### src/rtl/multi_alarm_timekeeper.sv
// multi_alarm_timekeeper
//   Real-time clock with NUM_ALARMS independently armed alarm channels and a
//   gated buzzer tone.
//   Optional feature: define MULTI_ALARM_SNOOZE_EN so that al_ack re-arms every
//   ringing channel SNOOZE_MIN minutes after the current time.
// Ports:
//   clk, reset                 clock, synchronous active-high reset
//   inc_hour/inc_min/inc_sec   single-cycle time-adjust pulses (no carry)
//   al_sel                     channel addressed by al_inc, al_toggle, readout
//   al_inc/al_toggle/al_ack    alarm step, arm/disarm, acknowledge pulses
//   hours/minutes/seconds      current time
//   sec_pulse/sec_phase        once-per-second pulse, first-half-second flag
//   al_hours_rd/al_min_rd      alarm time of channel al_sel (combinational)
//   al_on/al_active            per-channel armed / ringing flags
//   buzzer                     registered tone & sec_phase & any ringing
module multi_alarm_timekeeper #(
    parameter int CLK_HZ     = 31_500_000,
    parameter int NUM_ALARMS = 2,
    parameter int HOUR_24    = 0,
    parameter int BUZZ_HALF  = 5000,
    parameter int AL_STEP    = 10,
    parameter int SNOOZE_MIN = 5,
    localparam int AW = (NUM_ALARMS > 1) ? $clog2(NUM_ALARMS) : 1
) (
    input  logic                  clk,
    input  logic                  reset,
    input  logic                  inc_hour,
    input  logic                  inc_min,
    input  logic                  inc_sec,
    input  logic [AW-1:0]         al_sel,
    input  logic                  al_inc,
    input  logic                  al_toggle,
    input  logic                  al_ack,
    output logic [4:0]            hours,
    output logic [5:0]            minutes,
    output logic [5:0]            seconds,
    output logic                  sec_pulse,
    output logic                  sec_phase,
    output logic [4:0]            al_hours_rd,
    output logic [5:0]            al_min_rd,
    output logic [NUM_ALARMS-1:0] al_on,
    output logic [NUM_ALARMS-1:0] al_active,
    output logic                  buzzer
);

    localparam logic [4:0] HMAX = (HOUR_24 != 0) ? 5'd23 : 5'd11;
    localparam int PW = (CLK_HZ > 1) ? $clog2(CLK_HZ) : 1;
    localparam int TW = (BUZZ_HALF > 1) ? $clog2(BUZZ_HALF) : 1;
    localparam logic [PW-1:0] PS_LAST   = PW'(CLK_HZ - 1);
    localparam logic [PW-1:0] PS_HALF   = PW'(CLK_HZ / 2);
    localparam logic [TW-1:0] TONE_LAST = TW'(BUZZ_HALF - 1);
    localparam logic [5:0]    AL_WRAP   = 6'(60 - AL_STEP);

    logic [PW-1:0] ps_q, ps_n;
    logic [TW-1:0] tone_cnt_q;
    logic          tone_q;
    logic [4:0]    h_n;
    logic [5:0]    m_n, s_n;
    logic          time_chg;
    logic [4:0]    al_h_q [NUM_ALARMS];
    logic [5:0]    al_m_q [NUM_ALARMS];
    logic [4:0]    al_h_n [NUM_ALARMS];
    logic [5:0]    al_m_n [NUM_ALARMS];
    logic [NUM_ALARMS-1:0] on_n, act_n;

    assign ps_n = (ps_q == PS_LAST) ? '0 : ps_q + 1'b1;

    // Next time: tick carry first, then manual adjusts on the carried value.
    always_comb begin
        s_n = seconds;
        m_n = minutes;
        h_n = hours;
        if (sec_pulse) begin
            if (seconds == 6'd59) begin
                s_n = '0;
                if (minutes == 6'd59) begin
                    m_n = '0;
                    h_n = (hours == HMAX) ? '0 : hours + 5'd1;
                end else begin
                    m_n = minutes + 6'd1;
                end
            end else begin
                s_n = seconds + 6'd1;
            end
        end else if (inc_sec) begin
            s_n = (seconds == 6'd59) ? '0 : seconds + 6'd1;
        end
        if (inc_min)  m_n = (m_n == 6'd59) ? '0 : m_n + 6'd1;
        if (inc_hour) h_n = (h_n == HMAX) ? '0 : h_n + 5'd1;
    end

    // Triggers only on entering a matching time, so one fire per matching second.
    assign time_chg = (h_n != hours) || (m_n != minutes) || (s_n != seconds);

`ifdef MULTI_ALARM_SNOOZE_EN
    logic [4:0] snz_h;
    logic [5:0] snz_m;
    always_comb begin
        if (minutes >= 6'(60 - SNOOZE_MIN)) begin
            snz_m = minutes - 6'(60 - SNOOZE_MIN);
            snz_h = (hours == HMAX) ? '0 : hours + 5'd1;
        end else begin
            snz_m = minutes + 6'(SNOOZE_MIN);
            snz_h = hours;
        end
    end
`endif

    // Per-channel priority: step, arm toggle, ack, disarm clear, trigger last.
    always_comb begin
        on_n        = al_on;
        act_n       = al_active;
        al_hours_rd = '0;
        al_min_rd   = '0;
        for (int unsigned i = 0; i < NUM_ALARMS; i++) begin
            al_h_n[i] = al_h_q[i];
            al_m_n[i] = al_m_q[i];
            if (al_sel == AW'(i)) begin
                al_hours_rd = al_h_q[i];
                al_min_rd   = al_m_q[i];
                if (al_inc) begin
                    if (al_m_q[i] >= AL_WRAP) begin
                        al_m_n[i] = al_m_q[i] - AL_WRAP;
                        al_h_n[i] = (al_h_q[i] == HMAX) ? '0 : al_h_q[i] + 5'd1;
                    end else begin
                        al_m_n[i] = al_m_q[i] + 6'(AL_STEP);
                    end
                end
                if (al_toggle) on_n[i] = ~al_on[i];
            end
            if (al_ack) begin
                act_n[i] = 1'b0;
`ifdef MULTI_ALARM_SNOOZE_EN
                if (al_active[i]) begin
                    al_h_n[i] = snz_h;
                    al_m_n[i] = snz_m;
                end
`endif
            end
            if (!on_n[i]) act_n[i] = 1'b0;
            if (on_n[i] && time_chg && (s_n == '0) &&
                (h_n == al_h_q[i]) && (m_n == al_m_q[i]))
                act_n[i] = 1'b1;
        end
    end

    always_ff @(posedge clk) begin
        if (reset) begin
            ps_q       <= '0;
            sec_pulse  <= 1'b0;
            sec_phase  <= 1'b0;
            tone_cnt_q <= '0;
            tone_q     <= 1'b0;
            hours      <= '0;
            minutes    <= '0;
            seconds    <= '0;
            al_on      <= '0;
            al_active  <= '0;
            buzzer     <= 1'b0;
            for (int unsigned i = 0; i < NUM_ALARMS; i++) begin
                al_h_q[i] <= '0;
                al_m_q[i] <= '0;
            end
        end else begin
            ps_q       <= ps_n;
            // Registered look-ahead keeps both flags aligned with ps_q.
            sec_pulse  <= (ps_n == PS_LAST);
            sec_phase  <= (ps_n < PS_HALF);
            tone_cnt_q <= (tone_cnt_q == TONE_LAST) ? '0 : tone_cnt_q + 1'b1;
            if (tone_cnt_q == TONE_LAST) tone_q <= ~tone_q;
            hours      <= h_n;
            minutes    <= m_n;
            seconds    <= s_n;
            al_on      <= on_n;
            al_active  <= act_n;
            buzzer     <= tone_q & sec_phase & (|al_active);
            for (int unsigned i = 0; i < NUM_ALARMS; i++) begin
                al_h_q[i] <= al_h_n[i];
                al_m_q[i] <= al_m_n[i];
            end
        end
    end

endmodule

### config.mk
export PLATFORM = sky130hd
export DESIGN_NAME = multi_alarm_timekeeper
export DESIGN_NICKNAME = d
export VERILOG_FILES = /design/src/rtl/multi_alarm_timekeeper.sv
export SDC_FILE = /design/constraint.sdc
export NUM_CORES = 1
export LEC_CHECK = 0
export ABC_AREA = 0
export ABC_CLOCK_PERIOD_IN_PS = 4900
export CORE_ASPECT_RATIO = 2
export CORE_MARGIN = 1.5
export CORE_UTILIZATION = 59
export CTS_CLUSTER_SIZE = 16
export DETAILED_ROUTE_END_ITERATION = 10
export MAX_ROUTING_LAYER = met4
export PLACE_DENSITY = 0.81
export SETUP_SLACK_MARGIN = 0.02
export SLEW_MARGIN = 30
export SYNTH_ARGS = -nofsm -noshare
export SYNTH_HDL_FRONTEND = slang
export SYNTH_SLANG_ARGS = --single-unit
### constraint.sdc
create_clock -name clk -period 4.9 [get_ports clk]
set_input_delay 1.225 -clock clk [delete_from_list [all_inputs] [get_ports clk]]
set_output_delay 1.225 -clock clk [all_outputs]
set_load 0.05 [all_outputs]
# Word-level counts from Yosys, hierarchy flattened
# Memories as Yosys holds them, arrays and structs flattened.
# Index checks and enable logic that the tools add are counted.
# classes
addsub,13
magnitude_cmp,3
n_eq_ne,19
mux,47
bitwise,9
reduce_logical,13
# ops
op,count
$mux W6,17
$mux W5,17
$eq A25 B25 Y1 const B,2
$add A25 B1 Y25 const B,1
$lt A25 B24 Y1 const B,1
$mux W25,1
$add A5 B1 Y5 const B,4
$eq A5 B4 Y1 const B,4
$add A6 B1 Y6 const B,3
$eq A6 B6 Y1 const B,3
$add A13 B1 Y13 const B,1
$eq A13 B13 Y1 const B,1
$add A6 B4 Y6 const B,2
$eq A6 B6 Y1,2
$ge A6 B6 Y1 const B,2
$mux W1,12
$ne A6 B6 Y1,2
$sub A6 B6 Y6 const B,2
$eq A5 B5 Y1,2
$logic_and A1 B1 Y1,8
$logic_not A6 Y1,1
$ne A3 B2 Y1 const B,2
$ne A5 B5 Y1,1
$or A1 B1 Y1,4
other kinds (4),9
# totals
ff_bits,63
ramBits,22
in_bits,9
output_inout_bits,35
elab_cells,118
mem_count,2
# mem_list
memory,words,width,rd,rd_clocked_by_memory_dff,wr,line,source
al_m_q,2,6,2,0,2,61,logic [5:0] al_m_q [NUM_ALARMS];
al_h_q,2,5,2,0,2,60,logic [4:0] al_h_q [NUM_ALARMS];

# Longest topological paths before layout
# Gate-level depths: netlist of the first run.
# depth
ltp_word,16
ltp_mapped,15
mapped_depth_nobuf,14

# Worst setup path after synthesis of the first run
# No wires, ideal clock.
# synth_path
kind,reg2reg
from,register seconds[0]
to,register al_active[1]
setup_time_ns,0.126
arrival_ns,3.917
t_required_ns,4.774
path_slack_ns,0.857
stages_incl_launch_ff,16
n_path_buf,1
period_less_slack_ns,4.043
path_cell_list,dfxtp_1 > ha_1 > buf_2 > nand4b_1 > nor4_4 > mux2i_1 > inv_1 > ha_1 > and2_1 > nand3_1 > o22ai_1 > a311oi_2 > o21ai_0 > a221o_1 > o31ai_2 > o31ai_1
# synth_via
elab_chain_cells,14
word_cells_on_any_way,31
classes_between,add/sub (3); eq/ne (9); mux (12); reduce/logical (7)
# synth_lines
item,line,source
"start, declared",36,"output logic [5:0] seconds,"
"start signal, assigned",173,seconds <= s_n;
$eq A6 B6 Y1,"74, 86",
$mux W6 or $mux W5 (tied branches),74,if (seconds == 6'd59) begin
$mux W6 or $mux W5 (tied branches),73,if (sec_pulse) begin
"$add A6 B1 Y6, or another cell as far along",88,if (inc_min) m_n = (m_n == 6'd59) ? '0 : m_n + 6'd1;
$mux W6 or $mux W5 (tied branches) (2 in a row),"88, 89",
$ne A6 B6 Y1 or $ne A5 B5 Y1 (tied branches),93,assign time_chg = (h_n != hours) || (m_n != minutes) || (s_n != seconds);
$logic_or A1 B1 Y1 (2 in a row),93,
$logic_and A1 B1 Y1 (3 in a row),141,if (on_n[i] && time_chg && (s_n == '0) &&
$logic_and A1 B1 Y1 (*),142,(h_n == al_h_q[i]) && (m_n == al_m_q[i]))
$ne A3 B2 Y1 (no source line) or $mux W1 (tied branches),-,
"end signal, assigned",175,al_active <= act_n;
"end, declared",42,"output logic [NUM_ALARMS-1:0] al_active,"
# Mark *: on every way between the ends. The rest lies on a longest branch, timed or not.
# A chain may end at the register's enable or synchronous reset.

# Worst setup path in the final report of the first run
# Same ends and word-level chain as after synthesis.

==> results.json, run 1 <==
{
  "synth-edff-count": 0,
  "status": "complete, no violations",
  "fmax_mhz": 228,
  "setup-violations-final": 0,
  "rsz0062_at_grt": "no",
  "slew_headroom_pct": 43.0,
  "cts_tree": "yes",
  "dieArea_um2": 9830,
  "post_drt_wl_per_cell_um": 17.9,
  "cp_cell_sequence": "ha_1 > nand4b_1 > nor4_4 > mux2i_1 > inv_1 > ha_1 > and2_1 > nand3_1 > o22ai_1 > a311oi_2 > o21ai_0 > a221o_1 > o31ai_2 > o31ai_1",
  "avgSynthCellArea_um2": 7.86,
  "firstDrtPassIters": 5,
  "grt_max_degree": 54,
  "vdd.ir_drop.worst_v": 0.000288,
  "finalCritPeriodShare_pct": 89.3,
  "io_buffers": 42,
  "cap_violations": 0,
  "hold_viol": 0,
  "antenna_left": 0,
  "leakagePower_uw": 0.00222,
  "crit_path_end_kind": "flop",
  "post-cts-setup-buffers": 0,
  "yosysTopAreaCell": "dfxtp_1",
  "synth.top_cells.by_area": "dfxtp_1 (31%), nor2_1 (7.3%), xnor2_1 (5.5%)",
  "tns_ns": 0,
  "power_density_nw_per_um2": 257,
  "critPathMaxStageDelay_ns": 0.66,
  "slowest_stage": "nor4_4",
  "gp_congestion": 1.00,
  "post-route-min-period_ns": 4.38,
  "grt_use_total_pct": 31.7,
  "antenna_found_initial": 0,
  "fp.coreArea_um2": 8950,
  "syn_to_final_growth_pct": 13.1,
  "p_int_uw": 1120,
  "hp-class": "reg2reg",
  "seq_power_share_pct": 45.6,
  "slew_viol_final": 0,
  "post_drt_via_cell_ratio": 6.42,
  "synthDominantCellAreaShare_pct": 30.6,
  "p_sw_share_pct": 29.1,
  "cts_hold_buf": 0,
  "num_antenna_cells": 0,
  "regArea_um2": 1660,
  "skew_ns": 0.00603,
  "cp_top_family": "compound AO/OA/AOI/OAI gates",
  "grt_pass1_vias": 5309,
  "tightest_slew_ns": 0.847,
  "cts_buffer_depth": 2,
  "start_util_pct": 60.7,
  "crit_required_ns": 5.13,
  "clock_sinks": 83,
  "die_x_um": 70.9,
  "syn_nets": 715,
  "clkSlewWorstSetupHoldPaths_ns": 0.07,
  "dp_hpwl_um": 11300,
  "cts_buffers": 9,
  "synth-async-reset-ratio_pct": 0,
  "synth_cells": 691,
  "clk_latency_ns": 0.35,
  "synth_ff_type": "dfxtp_1",
  "dr.first_iter.drc_count": 316,
  "crit_fanout": 10,
  "grt.overflow.total": 0,
  "switchingPower_uw": 461,
  "start_kind": "flop",
  "multiInputGateArea_um2": 3560,
  "io_pins": 44,
  "rows": 49,
  "drc_errors": 0,
  "yosys_warnings": 0,
  "vias": 5286,
  "synth-seq-cells": 83,
  "critPathArrivalTime_ns": 4.60,
  "final_util_pct": 68.7,
  "worstSetupPathType": "reg2reg",
  "yosysUniqueCellTypes": 73,
  "cts_root_buf": "clkbuf_16",
  "clock_power_share_pct": 40.3,
  "pwr-share-comb_pct": 14.1,
  "grt_pass1_wl_um": 24300,
  "h-tree-depth": 3,
  "wirelength_um": 14700,
  "layout-drive-gt1-share_pct": 7.48,
  "syn_area_um2": 5430,
  "crit_top_cell": "ha_1",
  "critPathBufInv": 1,
  "nFillCells": 789,
  "dieHeight_um": 139,
  "synth-seq-area-share_pct": 30.6,
  "ctsResizeCount": 0,
  "fin_nets": 741
}
-- synthesized netlist by cell type (all sizes together), types with 15 or more instances --
master,number
xor2,31
ha,15
o21ai,28
nor3,34
inv,22
nor2,106
dfxtp,83
xnor2,34
nand2,50
nand3,25
nand4,22
a21oi,25
clkbuf,22
-- kinds of logic after synthesis --
family                     count (synthesis)  synth area share [%]
and+or+nand+nor                          330                  31.6
AOI/OAI and AO/OA                        122                  15.2
DFF                                       83                  30.6
xor gates and xnor gates                  66                  10.9
buffers and inverters                     53                  3.94
muxes                                     20                  4.01
adders and majority gates                 16                  3.64
other                                      1                0.0690
-- final timing paths --
| check | endpoint | depth (start not counted) | slack, ns | startpoint |
|---|---|---|---|---|
| max | al_active[1] | 14 | 0.52 | seconds[0] |
| min | buzzer | 2 | 0.46 | tone_q |
| max reg2reg | al_active[1] | 14 | 0.52 | seconds[0] |
| min reg2reg | buzzer | 2 | 0.46 | tone_q |
-- layer usage --
layer / wire, um / global-route usage [%] / vias to the layer above / share of wire, %
li1: - / - / 2535 / -
met1: 5160 / 29.0 / 2520 / 35
met2: 8110 / 57.6 / 152 / 55
met3: 402 / 4.14 / 79 / 2.7
met4: 1050 / 22.6 / 0 / 7.2
met5: 0 / - / - / 0
-- flip-flops by register name, indices dropped and copies added, names as in the netlist --
register	cells
sec_pulse	1
al_on	2
buzzer	1
ps_q	25
al_m_q	10
tone_cnt_q	13
sec_phase	1
hours	5
al_h_q	10
tone_q	1
al_active	2
minutes	6
seconds	6
-- worst register-to-register path: cells and delay by family, from the launching register on --
kind,cells,cell delay (ns)
adder cells (fa/ha/maj),2,0.63
flip-flops,1,0.47
multiplexers,1,0.34
buffers and inverters,1,0.07
AO/OA/AOI/OAI,6,1.46
AND/OR/NAND/NOR,4,1.30
-- final cells by class --
type                       count  area share [%]
tap                          102            2.08
multi-input combinational    555            57.9
inverter                      22            1.34
sequential                    83            27.0
clock buffer                   9            3.66
timing repair buffer          46            7.16
clock inverter                 7           0.835
-- power by group through the flow --
| stage | clock (uW) | sequential, uW | combinational [uW] |
|---|---|---|---|
| after CTS | 646 | 721 | 222 |
| after global placement | 0 | 734 | 213 |
| after floorplan | 0 | 750 | 142 |
| after detailed placement | 0 | 736 | 219 |
| after global routing | 668 | 724 | 242 |
| final | 638 | 722 | 223 |
-- layout by cell type (no fill, tap or decap), types with 10 or more instances in the layout --
| cell type | n |
|---|---|
| nor3_1 | 34 |
| or3_1 | 10 |
| inv_1 | 22 |
| o21ai_0 | 27 |
| nand4_1 | 22 |
| a21oi_1 | 25 |
| nand3_1 | 24 |
| clkdlybuf4s50_1 | 38 |
| ha_1 | 15 |
| dfxtp_1 | 83 |
| and2_1 | 10 |
| nand2_1 | 50 |
| xor2_1 | 31 |
| nor2_1 | 106 |
| mux2_2 | 10 |
| xnor2_1 | 34 |
-- stage by stage --
stage / total power [uW] / hold WS, ns / std cells / instance area, um2 / setup slack (ns)
CTS: 1590 / 0.463 / 824 / 6140 / 0.551
detailed placement: 955 / 0.452 / 808 / 5870 / 0.559
global placement: 948 / 0.436 / 808 / 5870 / 0.573
floorplan: 891 / 0.427 / 691 / 5430 / 0.857
global route: 1630 / 0.489 / 824 / 6150 / 0.204
finish: 1580 / 0.459 / 824 / 6150 / 0.523
No activity file was read; power rests on OpenSTA's default activity.
==> run 2: changes to the inputs <==
MAX_ROUTING_LAYER = default   (was met4)
==> run 2 against run 1 <==
Net effect: core utilization grew 0.38 points; critical path depth is the same; total power grew 4.3%; sequential cell count is the same; register-to-register slack is essentially flat; clock power grew 10%; setup slack lost 0.0051 ns.
==> results.json, run 2 (synthesized netlist as in run 1, its figures left out) <==
{
  "status": "complete, no violations",
  "largest_reg_flops": 25,
  "crit_end": "al_active[1]",
  "dr_wl_met3_um": 533,
  "ctsResizeCount": 0,
  "hold_viol": 0,
  "io_pins": 44,
  "top_register": "ps_q",
  "r2r-end": "al_active[1]",
  "reg_top3": "ps_q: 25 flops, tone_cnt_q: 13 flops",
  "dr.first_iter.drc_count": 329,
  "finalCritPeriodShare_pct": 89.4,
  "worstSetupPathType": "reg2reg",
  "post_drt_wl_per_cell_um": 18.1,
  "hp-class": "reg2reg",
  "reg2reg_slack_ns": 0.52,
  "tightest_slew_ns": 0.836,
  "h-tree-depth": 3,
  "grt_max_degree": 54,
  "dp_cells": 808,
  "drc_errors": 0,
  "num_antenna_cells": 0,
  "start_util_pct": 60.7,
  "wl_met1_um": 5140,
  "wirelength_um": 14900,
  "fmax_mhz": 228,
  "start_kind": "flop",
  "fin_cells": 824,
  "grt.overflow.total": 0,
  "slew_headroom_pct": 43.7,
  "dp_hpwl_um": 11300,
  "clock_power_share_pct": 42.7,
  "layout-drive-gt1-share_pct": 7.48,
  "reg2reg_from": "seconds[0]",
  "clkSlewWorstSetupHoldPaths_ns": 0.07,
  "rsz0062_at_grt": "no",
  "post-cts-setup-buffers": 0,
  "gp_congestion": 0.943,
  "p_sw_share_pct": 28.0,
  "crit_start": "seconds[0]",
  "io_buffers": 42,
  "post-route-min-period_ns": 4.38,
  "clk_latency_ns": 0.35,
  "final_cell_mix": "nor2_1 (106), dfxtp_1 (83), nand2_1 (50)",
  "routed.top_layer": "met4",
  "fp.coreArea_um2": 8950,
  "slew_viol_final": 0,
  "seq_power_share_pct": 43.7,
  "switchingPower_uw": 461,
  "fin_nets": 741,
  "dieHeight_um": 139,
  "crit_required_ns": 5.13,
  "wl_met2_um": 8230,
  "die_x_um": 70.9,
  "vias": 5278,
  "cts_hold_buf": 0,
  "grt_pass1_wl_um": 25000,
  "p_int_uw": 1190,
  "crit_path_end_kind": "flop",
  "antenna_found_initial": 0,
  "tns_ns": 0,
  "clock_sinks": 83,
  "antenna_left": 0,
  "grt_pass1_vias": 5374,
  "firstDrtPassIters": 5,
  "cts_buffer_depth": 2,
  "dieArea_um2": 9830,
  "crit_fanout": 10,
  "final_common_cell": "nor2_1",
  "cts_root_buf": "clkbuf_16",
  "leakagePower_uw": 0.00224,
  "grt_use_total_pct": 31.6,
  "power_density_nw_per_um2": 267,
  "cts_tree": "yes",
  "setup-violations-final": 0,
  "rows": 49,
  "critPathArrivalTime_ns": 4.62,
  "post_drt_via_cell_ratio": 6.41,
  "r2r_cells": 14,
  "syn_to_final_growth_pct": 13.7,
  "cap_violations": 0,
  "vdd.ir_drop.worst_v": 0.000317,
  "pwr-share-comb_pct": 13.6,
  "skew_ns": 0.00722,
  "cts_buffers": 9
}
-- run 2: cell types whose count changed in the layout (fill, tap and decap cells not counted) --
| cell | before | now |
|---|---|---|
| clkbuf_8 | 0 | 1 |
| bufinv_16 | 0 | 1 |
| clkinv_2 | 2 | 0 |
-- run 2: how the worst min path moves through the flow --
stage / startpoint / end / slack (ns) / cells after the start
6_report: sec_phase / buzzer / 0.45 / 2
5_1_grt: sec_phase / buzzer / 0.47 / 2
4_1_cts: sec_phase / buzzer / 0.45 / 2
3_5_place_dp: sec_phase / buzzer / 0.44 / 2
3_3_place_gp: sec_phase / buzzer / 0.44 / 2
2_1_floorplan: tone_q / buzzer / 0.43 / 2
-- run 2: layer usage --
| layer | global-route usage [%] | vias up |
|---|---|---|
| li1 | - | 2543 |
| met1 | 30.1 | 2497 |
| met4 | 21.9 | 0 |
| met2 | 58.9 | 170 |
| met3 | 5.01 | 68 |
| met5 | 0 | - |
-- run 2: cell type report --
class,count,area [um2]
well taps,102,128
flip-flops and latches,83,1660
repair buffers,46,440
inverters,22,82.6
fillers,754,2770
clock inverters,6,71.3
clock buffers,10,239
multi-input cells,555,3560
-- run 2: per-stage QoR --
| step | cell area (um2) | utilization [%] | total power, uW | hold WS, ns | setup WS [ns] |
|---|---|---|---|---|---|
| global placement | 5870 | 65.6 | 947 | 0.436 | 0.573 |
| global route | 6180 | 69.1 | 1710 | 0.471 | 0.142 |
| finish | 6180 | 69.1 | 1650 | 0.450 | 0.518 |
| CTS | 6180 | 69.0 | 1650 | 0.454 | 0.552 |
| floorplan | 5430 | - | 891 | 0.427 | 0.857 |
| detailed placement | 5870 | 65.6 | 956 | 0.441 | 0.557 |
-- run 2: power by group through the flow --
stage | clock [uW] | combinational, uW | sequential, uW
final | 704 | 225 | 722
after global routing | 741 | 244 | 725
after CTS | 708 | 223 | 721
after detailed placement | 0 | 220 | 736
after global placement | 0 | 213 | 734
after floorplan | 0 | 142 | 750
-- run 2: critical path, cell delays in order, from the launching register on --
cell and delay [ns]:
dfxtp_1 0.46, ha_1 0.41, nand4b_1 0.39, nor4_4 0.66, mux2i_1 0.34, inv_1 0.07, ha_1 0.22, and2_1 0.17
nand3_1 0.10, o22ai_1 0.10, a311oi_2 0.48, o21ai_0 0.17, a221o_1 0.35, o31ai_2 0.23, o31ai_1 0.11
==> run 3: changes to the inputs <==
--- a/constraint.sdc
+++ b/constraint.sdc
@@ -3,2 +3,2 @@
 set_output_delay 1.225 -clock clk [all_outputs]
-set_load 0.05 [all_outputs]
+set_load 0.1 [all_outputs]
==> run 3 against run 2 <==
Net effect: via count is 0.23% lower; clock power shrank 8.1%; sequential share of layout area is 0.21 points higher; setup slack better by 0.079 ns; sequential power hardly changed; design area fell by 0.77%; clock-buffer cell count decreased by 1; first-iteration DRC count is 2.7% lower; largest power group unchanged.
==> results.json, run 3 (synthesized netlist as in run 1, its figures left out) <==
{
  "status": "complete, no violations",
  "placedInstanceArea_um2": 5850,
  "r2r_cells": 14,
  "leakagePower_uw": 0.00224,
  "vias": 5266,
  "postLayoutCellArea_um2": 6130,
  "tns_ns": 0,
  "fin_nets": 741,
  "hold_depth": 2,
  "post-route-min-period_ns": 4.30,
  "h-tree-depth": 3,
  "start_util_pct": 60.7,
  "reg2reg_from": "seconds[0]",
  "dp_hpwl_um": 11200,
  "grt_max_degree": 32,
  "crit_path_end_kind": "flop",
  "slew_viol_final": 0,
  "post_drt_wl_per_cell_um": 17.7,
  "busiest_layer": "met2",
  "power_density_nw_per_um2": 266,
  "final_common_cell": "nor2_1",
  "top_register": "ps_q",
  "grt_use_total_pct": 30.6,
  "gr-usage-met3_pct": 3.71,
  "min-delay-start": "tone_q",
  "post-cts-setup-buffers": 0,
  "drc_errors": 0,
  "fp.coreArea_um2": 8950,
  "clkSlewWorstSetupHoldPaths_ns": 0.07,
  "final_cell_mix": "nor2_1 (106), dfxtp_1 (83), nand2_1 (50)",
  "worstHoldEndpoint": "buzzer",
  "slew_headroom_pct": 33.5,
  "post_drt_via_cell_ratio": 6.39,
  "antenna_left": 0,
  "die_x_um": 70.9,
  "reg_top3": "ps_q: 25 flops, tone_cnt_q: 13 flops",
  "finalCritPeriodShare_pct": 87.8,
  "tightest_slew_ns": 0.994,
  "clk_latency_ns": 0.34,
  "clock_sinks": 83,
  "setup-violations-final": 0,
  "io_buffers": 42,
  "use_met1_pct": 29.5,
  "cap_violations": 0,
  "syn_to_final_growth_pct": 12.9,
  "grt_use_met2_pct": 56.6,
  "hold_viol": 0,
  "num_antenna_cells": 0,
  "layout-drive-gt1-share_pct": 8.45,
  "worstSetupPathType": "reg2reg",
  "firstDrtPassIters": 5,
  "largest_reg_flops": 25,
  "grt_pass1_vias": 5326,
  "rows": 49,
  "wirelength_um": 14600,
  "reg2reg_slack_ns": 0.60,
  "fmax_mhz": 232,
  "whs_ns": 0.463,
  "dieHeight_um": 139,
  "gp_congestion": 0.926,
  "critPathArrivalTime_ns": 4.53,
  "nFillCells": 734,
  "cts_hold_buf": 0,
  "crit_required_ns": 5.12,
  "crit_fanout": 10,
  "start_kind": "flop",
  "r2r-end": "al_active[1]",
  "final_util_pct": 68.5,
  "vdd.ir_drop.worst_v": 0.000286,
  "dieArea_um2": 9830,
  "skew_ns": 0.00585,
  "grt.overflow.total": 0,
  "dr.first_iter.drc_count": 320,
  "cts_tree": "yes",
  "grt_pass1_wl_um": 24400,
  "cts_buffers": 9,
  "antenna_found_initial": 0,
  "io_pins": 44,
  "cts_root_buf": "clkbuf_16",
  "hp-class": "reg2reg",
  "ctsResizeCount": 0,
  "cts_buffer_depth": 2,
  "rsz0062_at_grt": "no"
}
-- run 3: layout make-up --
cell class              instances  area, um2  area share, %
repair buffers                 46        420           6.85
inverters                      22       82.6           1.35
well taps                     102        128           2.08
clock buffers                   9        225           3.67
multi-input cells             555       3560           58.0
clock inverters                 7       57.6          0.938
flip-flops and latches         83       1660           27.1
-- run 3: worst max path at each step --
| stage | start | to | slack [ns] | depth (start not counted) |
|---|---|---|---|---|
| after floorplan | al_sel | al_min_rd[1] | -0.09 | 3 |
| after detailed placement | seconds[0] | al_active[1] | 0.70 | 14 |
| after global placement | al_sel | al_min_rd[4] | 0.85 | 3 |
| after global routing | seconds[0] | al_active[1] | 0.23 | 14 |
| final | seconds[0] | al_active[1] | 0.60 | 14 |
| after CTS | seconds[0] | al_active[1] | 0.68 | 14 |
-- run 3: per-layer routing --
metal  part of all wire (%)  routed length (um)  vias to the layer above
met5                      0                   0                        -
met4                    7.9                1160                        0
li1                       -                   -                     2540
met2                     55                7950                      168
met3                    3.2                 460                       74
met1                     34                5000                     2484
-- run 3: worst max-delay path, cell delays in order (launching register included) --
cell	delay, ns
dfxtp_1	0.46
ha_1	0.39
nand4b_1	0.39
nor4_4	0.64
mux2i_1	0.33
inv_1	0.07
ha_1	0.20
and2_1	0.16
nand3_1	0.08
o22ai_1	0.12
a311oi_2	0.48
o21ai_0	0.16
a221o_1	0.35
o31ai_2	0.23
o31ai_1	0.11
-- run 3: power breakdown --
group          total [uW]  switching, uW  internal, uW
sequential            722           30.4           691
combinational         262            179          83.4
clock                 647            295           351
-- run 3: per-stage QoR --
stage | instances | worst slack [ns] | total power [uW]
2_1_floorplan | 691 | -0.0900 | 932
3_3_place_gp | 808 | 0.852 | 989
3_5_place_dp | 808 | 0.696 | 995
4_1_cts | 824 | 0.682 | 1630
5_1_grt | 824 | 0.227 | 1690
6_report | 824 | 0.597 | 1630
